[config.mk]
export PLATFORM = sky130hd
export DESIGN_NAME = note_player
export DESIGN_NICKNAME = d
export VERILOG_FILES = /design/src/rtl/note_player.sv
export SDC_FILE = /design/constraint.sdc
export NUM_CORES = 1
export LEC_CHECK = 0
export ABC_AREA = 1
export CORE_MARGIN = 2
export CORE_UTILIZATION = 60
export DETAILED_ROUTE_END_ITERATION = 8
export GPL_ROUTABILITY_DRIVEN = 0
export PLACE_DENSITY = 0.85
export REMOVE_ABC_BUFFERS = 1
export SLEW_MARGIN = 20
export SYNTH_ARGS = -nofsm -noshare
export SYNTH_HDL_FRONTEND = slang
export SYNTH_SLANG_ARGS = --single-unit
export TNS_END_PERCENT = 20
[constraint.sdc]
create_clock -name i_clk -period 5.3 [get_ports i_clk]
set_input_delay 0.53 -clock i_clk [delete_from_list [all_inputs] [get_ports i_clk]]
set_output_delay 0.53 -clock i_clk [all_outputs]
set_load 0.05 [all_outputs]
[src/rtl/note_player.sv]
// Monophonic note player: requests notes from a pattern sequencer, times them in
// tempo ticks and produces a gated square-wave tone at the note's pitch.
module note_player #(
  parameter int TICKS_PER_UNIT = 1
) (
  input  logic        i_clk,
  input  logic        i_rst_n,
  input  logic        i_enable,
  input  logic        i_tick,
  input  logic        i_osc_stb,
  output logic        o_note_stb,
  input  logic        i_note_valid,
  input  logic [5:0]  i_note,
  input  logic [4:0]  i_note_len,
  input  logic [3:0]  i_instrument,
  output logic        o_gate,
  output logic [11:0] o_period,
  output logic [3:0]  o_instrument,
  output logic        o_square
);

  typedef enum logic [1:0] {
    IDLE = 2'd0,
    REQ  = 2'd1,
    WAIT = 2'd2,
    PLAY = 2'd3
  } state_t;

  localparam logic [9:0] TPU_C = 10'(TICKS_PER_UNIT);

  state_t      state_r;
  logic        playing_r;
  logic [9:0]  cnt_r;
  logic        gate_r;
  logic [11:0] period_r;
  logic [3:0]  instr_r;
  logic [11:0] phase_r;
  logic        square_r;

  logic        latch_s;
  logic        note_end_s;
  logic [11:0] new_period_s;
  logic [9:0]  len_units_s;

  // Octave 0 half-periods, shifted right once per octave above it
  function automatic logic [11:0] pitch_period(input logic [5:0] note);
    logic [5:0]  n;
    logic [3:0]  semi;
    logic [2:0]  oct;
    logic [11:0] base;
    n    = note - 6'd1;
    semi = 4'(n % 6'd12);
    oct  = 3'(n / 6'd12);
    case (semi)
      4'd0:    base = 12'd3420;
      4'd1:    base = 12'd3228;
      4'd2:    base = 12'd3047;
      4'd3:    base = 12'd2876;
      4'd4:    base = 12'd2714;
      4'd5:    base = 12'd2562;
      4'd6:    base = 12'd2418;
      4'd7:    base = 12'd2282;
      4'd8:    base = 12'd2154;
      4'd9:    base = 12'd2033;
      4'd10:   base = 12'd1919;
      4'd11:   base = 12'd1811;
      default: base = 12'd0;
    endcase
    if (note == 6'd0) begin
      return 12'd0;
    end else begin
      return base >> oct;
    end
  endfunction

  assign latch_s      = (state_r == WAIT) && i_note_valid;
  assign note_end_s   = (state_r == PLAY) && i_tick && (cnt_r == 10'd1);
  assign new_period_s = pitch_period(i_note);
  assign len_units_s  = {5'd0, i_note_len} + 10'd1;

  // The legato request must coincide with the final tick, so it cannot wait a cycle
  assign o_note_stb   = (state_r == REQ) || (note_end_s && i_enable);

  assign o_gate       = gate_r;
  assign o_period     = period_r;
  assign o_instrument = instr_r;
  assign o_square     = square_r;

  // Playback sequencing, note timing and latched note attributes
  always_ff @(posedge i_clk or negedge i_rst_n) begin
    if (!i_rst_n) begin
      state_r   <= IDLE;
      playing_r <= 1'b0;
      cnt_r     <= 10'd0;
      gate_r    <= 1'b0;
      period_r  <= 12'd0;
      instr_r   <= 4'd0;
    end else begin
      case (state_r)
        IDLE: begin
          playing_r <= 1'b0;
          gate_r    <= 1'b0;
          if (i_enable) begin
            state_r <= REQ;
          end else begin
            state_r <= IDLE;
          end
        end
        REQ: begin
          state_r <= WAIT;
        end
        WAIT: begin
          if (i_note_valid) begin
            period_r  <= new_period_s;
            instr_r   <= i_instrument;
            playing_r <= 1'b1;
            gate_r    <= (i_note != 6'd0);
            cnt_r     <= 10'(len_units_s * TPU_C);
            state_r   <= PLAY;
          end else begin
            state_r <= WAIT;
          end
        end
        PLAY: begin
          if (i_tick) begin
            cnt_r <= cnt_r - 10'd1;
            if (cnt_r == 10'd1) begin
              if (i_enable) begin
                state_r <= WAIT;
              end else begin
                state_r   <= IDLE;
                playing_r <= 1'b0;
                gate_r    <= 1'b0;
              end
            end else begin
              state_r <= PLAY;
            end
          end else begin
            state_r <= PLAY;
          end
        end
        default: begin
          state_r   <= IDLE;
          playing_r <= 1'b0;
          gate_r    <= 1'b0;
        end
      endcase
    end
  end

  // Tone oscillator: restarts cleanly on every new note, silent while ungated
  always_ff @(posedge i_clk or negedge i_rst_n) begin
    if (!i_rst_n) begin
      phase_r  <= 12'd0;
      square_r <= 1'b0;
    end else if (latch_s) begin
      phase_r  <= new_period_s;
      square_r <= 1'b0;
    end else if (!(gate_r && playing_r)) begin
      phase_r  <= 12'd0;
      square_r <= 1'b0;
    end else if (i_osc_stb) begin
      if (phase_r == 12'd0) begin
        phase_r  <= period_r;
        square_r <= ~square_r;
      end else begin
        phase_r <= phase_r - 12'd1;
      end
    end else begin
      phase_r <= phase_r;
    end
  end

endmodule

# [After elaboration in Yosys (flattened, before gate mapping)]
# Memory sizes are Yosys's and may differ from the RTL's.
# Cells that the tools add are included.
[word_totals] reg_bits=43 romBits=192 in_bits=21 out_inout_bits=19 word_cells=68 memories=1
[op_classes] addsub=4 n_div=2 eq_ne=10 n_shift=1 mux=25 n_bitwise=1 n_reduce_logical=16
[mem_list] name="(name not given)" depth=16 word_bits=12 rd=1 rd_ports_with_merged_regs=0 write_ports=0 line_no="54" source="case (semi)"
[op_table] operator="$mux W12" count=5
[op_table] operator="$mux W10" count=2
[op_table] operator="$pmux W10 S2" count=1
[op_table] operator="$logic_not A12 Y1" count=1
[op_table] operator="$shr A12 B3 Y12" count=1
[op_table] operator="$sub A12 B1 Y12 const B" count=1
[op_table] operator="$mux W1" count=11
[op_table] operator="$eq A10 B1 Y1 const B" count=1
[op_table] operator="$sub A10 B1 Y10 const B" count=1
[op_table] operator="$pmux W2 S4" count=1
[op_table] operator="$add A5 B1 Y6 const B" count=1
[op_table] operator="$div A6 B4 Y6 const B" count=1
[op_table] operator="$logic_not A6 Y1" count=1
[op_table] operator="$mod A6 B4 Y6 const B" count=1
[op_table] operator="$mux W2" count=3
[op_table] operator="$ne A2 B2 Y1 const B" count=3
[op_table] operator="$pmux W1 S3" count=2
[op_table] operator="$reduce_bool A6 Y1" count=1
[op_table] operator="$sub A6 B1 Y6 const B" count=1
[op_table] operator="$logic_and A1 B1 Y1" count=5
[op_table] operator="$reduce_and A5 Y1" count=1
[op_table] operator="$eq A2 B2 Y1 const B" count=2
[op_table] operator="$reduce_and A2 Y1" count=2
[op_table] operator="$ne A3 B2 Y1 const B" count=1
[op_table] operator="9 further kinds" count=9

# [Longest topological paths before layout]
# An unclocked memory read counts as a cell.
[depth] word_depth=6 ltp_mapped=25 mapped_depth_nobuf=24

# [Least setup slack after synthesis]
# No wires, ideal clock.
[synth_timing] path_type="input -> register" start="in i_note[0]" end="reg phase_r[4]" setup_ps=113 t_arrival_ps=3071 required_time_ps=5187 setup_slack_ps=2116 path_stages=23 n_path_buf=1 path_cell_list="inv_2 ha_1 nand2_1 nand2_1 nand2_2 ha_1 or2_2 nand2_1 nand3_1 o21ai_1 ha_1 inv_1 nand3_4 nand2_1 nand2_1 buf_4 nand3_1 nand3_1 nand3_1 nand3_1 nand3_1 nand2_1 inv_1"
[synth_via] elab_chain_len=6 word_cells_on_any_way=8 cone_classes="add/sub (1); div (2); shift (1); mux (2); reduce/logical (1); memory (1)"
[synth_rtl] element="start, declared" line_no="13" source="input logic [5:0] i_note,"
[synth_rtl] element="$sub A6 B1 Y6" line_no="51" source="n = note - 6'd1;"
[synth_rtl] element="$mod A6 B4 Y6" line_no="52" source="semi = 4'(n % 6'd12);"
[synth_rtl] element="$mem_v2 Z16 W12"
[synth_rtl] element="$shr A12 B3 Y12" line_no="72" source="return base >> oct;"
[synth_rtl] element="$mux W12 (*)" line_no="69" source="if (note == 6'd0) begin"
[synth_rtl] element="$mux W12 (*)" line_no="156" source="end else if (latch_s) begin"
[synth_rtl] element="end signal, assigned" line_no="157" source="phase_r <= new_period_s;"
[synth_rtl] element="end signal, assigned" line_no="164" source="phase_r <= period_r;"
[synth_rtl] element="end signal, assigned" line_no="167" source="phase_r <= phase_r - 12'd1;"
[synth_rtl] element="end, declared" line_no="37" source="logic [11:0] phase_r;"
# Mark *: on every way between the ends. The rest lies on a longest branch, timed or not.
# A chain may end at the register's enable or synchronous reset.

# [Worst setup path after layout]
# Ends and elaborated chain as after synthesis.

==> out/qor.txt <==
outcome -> finished clean
Gate power share -> 60.9%
H-tree Lvls -> 2
routing usage on met1 -> 37.5%
vias per cell -> 5.76
DRT Pass-1 Iters -> 5
drt drc -> 0
WP data arrival -> 4.35 ns
count of cell types in the netlist -> 39
worst setup margin -> 1.15 ns
Worst Setup EP -> phase_r[4]$_DFFE_PN0P_
CTS tree -> built
drt total wl -> 8300 um
global-route wire length before repair -> 14600 um
die area -> 6160 um^2
reg2reg end -> phase_r[1]$_DFFE_PN0P_
r2r startpoint -> state_r[0]$_DFF_PN0_
pre-CTS setup slack -> 0.904 ns
die width -> 78.5 um
Syn Area/Cell -> 6.64 um^2
clk slew on worst S/H paths -> 0.08 ns
worst r2r path cells -> 11
post-synthesis sequential area ratio -> 32.3%
Post-DP Area -> 3770 um^2
PortBufs -> 39
number of vias in the routed layout -> 3515
fmax -> 241 MHz
post-route clock period utilization -> 78.3%
core area -> 5440 um^2
CTS Sinks -> 43
drt wl/cell -> 13.6 um
initial antenna violation count -> 0
max_cap viols -> 0
CTS buffer count -> 5
Worst IR Drop VDD -> 339 uV
standard-cell row count -> 27
Hold Slack -> 0.371 ns
NumNets Final -> 571
sw frac -> 51.6%
CP Launch Type -> primary input
leakage -> 1.98 nW
Top-Level Pins -> 40
Worst-Margin Slew -> 0.962 ns
NetSw -> 1.06 mW
Fin. Hold Viols -> 0
Final Non-Filler Cells -> 610
Setup crit start -> i_note[0]
Reg2Reg Setup Slack -> 3.15 ns
vias in the first global route -> 3316
endpoints failing setup -> 0
CTS resizes -> 0
Overflow after GRT -> 0
largest net degree at the start of global routing -> 44
die height -> 78.5 um
Post-Route Skew -> 0.00794 ns
WP data required -> 5.50 ns
CP Capture Type -> flip-flop
Max Root-Sink Buffers -> 2
Area Overhead vs Synth -> 15.9%
Inst Count DP -> 602
sequential power share -> 28.8%
Antenna Violating Nets Remaining -> 0
CP max FO -> 16
RSZ-0062 raised after global routing -> false
Starting Density -> 61.2%
Mapped Cells -> 501
Power Total -> 2.06 mW
Ant. Diodes -> 0
classification of the worst-slack hold path -> primary input to asynchronous set/reset pin
Clock power frac -> 10.3%
Post-CTS Setup Inserts -> 0
final core occ -> 70.9%
Iter 0 DRT Violations -> 276
Yosys reg bits -> 43
PwrDens -> 534 nW/um^2
crit path time final -> 4.15 ns
YS warnings -> 0
fraction of layout cells with a size suffix above 1 -> 5.58%
GR peak layer -> met2
Hold Buf Count CTS -> 0
GR Util All Layers -> 29.2%
post-synthesis instance area -> 3330 um^2
fillcell total -> 472
Root Buffer -> clkbuf_8
met2 usage -> 49.9%
Rel. slew slack -> 35.8%
internal power -> 0.997 mW
Skew-Pair Late Insertion Delay -> 0.30 ns
fin area -> 3850 um^2
met3 Track Usage GR -> 4.71%
Final Slew Violations -> 0
Final HPWL DP -> 6270 um
CP Class -> primary input to flip-flop
total negative setup slack -> 0 ns
## Yosys cell counts
master | n | area share [%]
dfrtp_1 | 43 | 32
buf_1 | 1 | 0.11
nor2_1 | 40 | 4.5
o311ai_0 | 1 | 0.26
inv_1 | 67 | 7.6
nand3_2 | 2 | 0.60
nand2_4 | 2 | 0.68
o31ai_1 | 1 | 0.23
nor4_1 | 2 | 0.38
a31oi_1 | 10 | 1.9
nand3_1 | 98 | 15
nand4_2 | 1 | 0.38
nand3_4 | 1 | 0.53
nor2_4 | 1 | 0.34
inv_2 | 3 | 0.34
o22ai_1 | 1 | 0.19
o21ai_0 | 28 | 4.2
o21bai_1 | 1 | 0.23
nand2_2 | 4 | 0.75
xor2_1 | 4 | 1.1
a31o_2 | 1 | 0.26
nor3_1 | 6 | 0.90
o211ai_1 | 4 | 0.90
nor2_2 | 1 | 0.19
a211oi_1 | 1 | 0.23
a21oi_1 | 16 | 2.4
xnor2_1 | 3 | 0.79
o21ai_1 | 3 | 0.45
a21boi_0 | 1 | 0.23
buf_4 | 1 | 0.23
o21a_1 | 1 | 0.23
nand4_1 | 7 | 1.3
buf_2 | 2 | 0.30
nand3b_1 | 3 | 0.68
clkbuf_1 | 9 | 1.0
nand2_1 | 114 | 13
ha_1 | 13 | 4.9
or2_2 | 3 | 0.56
o32ai_1 | 1 | 0.26
## how the worst min path moves through the flow
stage / from / to / slack, ns / cells past startpoint
floorplan: i_rst_n / cnt_r[0]$_DFFE_PN0P_ / 0.23 / 0
global placement: o_square$_DFFE_PN0P_ / o_square$_DFFE_PN0P_ / 0.45 / 1
detailed placement: o_square$_DFFE_PN0P_ / o_square$_DFFE_PN0P_ / 0.45 / 1
CTS: i_rst_n / phase_r[2]$_DFFE_PN0P_ / 0.41 / 1
global route: i_rst_n / o_period[2]$_DFFE_PN0P_ / 0.45 / 1
finish: i_rst_n / o_period[2]$_DFFE_PN0P_ / 0.37 / 1
## routing by layer
layer	wire length, um	part of all wire (%)	vias up
met5	0	0	-
met4	204	2.5	0
met3	487	5.9	26
met2	4000	48	145
met1	3600	43	1609
li1	-	-	1735
## final cells by class
| type | instances | area, um^2 | share of cell area, % |
|---|---|---|---|
| Clock buffer | 6 | 72.6 | 1.88 |
| Inverter | 70 | 263 | 6.82 |
| Tap cell | 72 | 90.1 | 2.34 |
| Multi-Input combinational cell | 375 | 1930 | 50.1 |
| Timing Repair Buffer | 42 | 408 | 10.6 |
| Clock inverter | 2 | 12.5 | 0.325 |
| Sequential cell | 43 | 1080 | 27.9 |
## state kept, by name, summed over array words and instances, names as in the netlist
| name | flops |
|---|---|
| o_square | 1 |
| o_instrument | 4 |
| o_gate | 1 |
| cnt_r | 10 |
| state_r | 2 |
| phase_r | 12 |
| o_period | 12 |
| playing_r | 1 |
## layout by cell type, fill, tap and decap left out, types with 3 or more instances in the layout
cell type | netlist | layout
a21oi_1 | 16 | 16
o21ai_0 | 28 | 28
a31oi_1 | 10 | 10
nand3_1 | 98 | 98
nor2_1 | 40 | 40
nand2_2 | 4 | 4
buf_4 | 1 | 3
or2_2 | 3 | 3
clkbuf_8 | 0 | 5
inv_1 | 67 | 67
clkdlybuf4s50_1 | 0 | 38
o211ai_1 | 4 | 4
nand4_1 | 7 | 7
inv_2 | 3 | 3
xnor2_1 | 3 | 3
nand2_1 | 114 | 114
xor2_1 | 4 | 4
dfrtp_1 | 43 | 43
nor3_1 | 6 | 6
o21ai_1 | 3 | 3
nand3b_1 | 3 | 3
ha_1 | 13 | 13
## critical path: stages
cell	delay (ns)
clkdlybuf4s50_1	0.59
inv_2	0.13
ha_1	0.26
nand2_1	0.08
nand2_1	0.06
nand2_2	0.08
ha_1	0.18
inv_1	0.10
or2_2	0.31
nand2_1	0.14
nand3_1	0.08
o21ai_1	0.14
ha_1	0.18
inv_1	0.09
nand3_4	0.21
nand2_1	0.08
nand2_1	0.26
nand3_1	0.23
nand3_1	0.17
nand3_1	0.11
nand3_1	0.13
nand3_1	0.09
nand2_1	0.06
inv_1	0.03
## power groups by stage
stage          registers [mW]  clock network [mW]  logic, mW
3_5_place_dp            0.595                   0       1.24
2_1_floorplan           0.785                   0      0.702
5_1_grt                 0.613               0.227       1.40
6_report                0.594               0.211       1.26
4_1_cts                 0.591               0.215       1.25
3_3_place_gp            0.590                   0       1.21
## kinds of logic after synthesis
kind of cell	count (synthesis)	synth area share [%]
xor gates and xnor gates	7	1.84
buffers and inverters	83	9.55
adders and majority gates	13	4.89
DFF	43	32.3
AOI/OAI and AO/OA	70	12.0
and+or+nand+nor	285	39.4
Note: power is estimated with default switching activity, not from simulation.
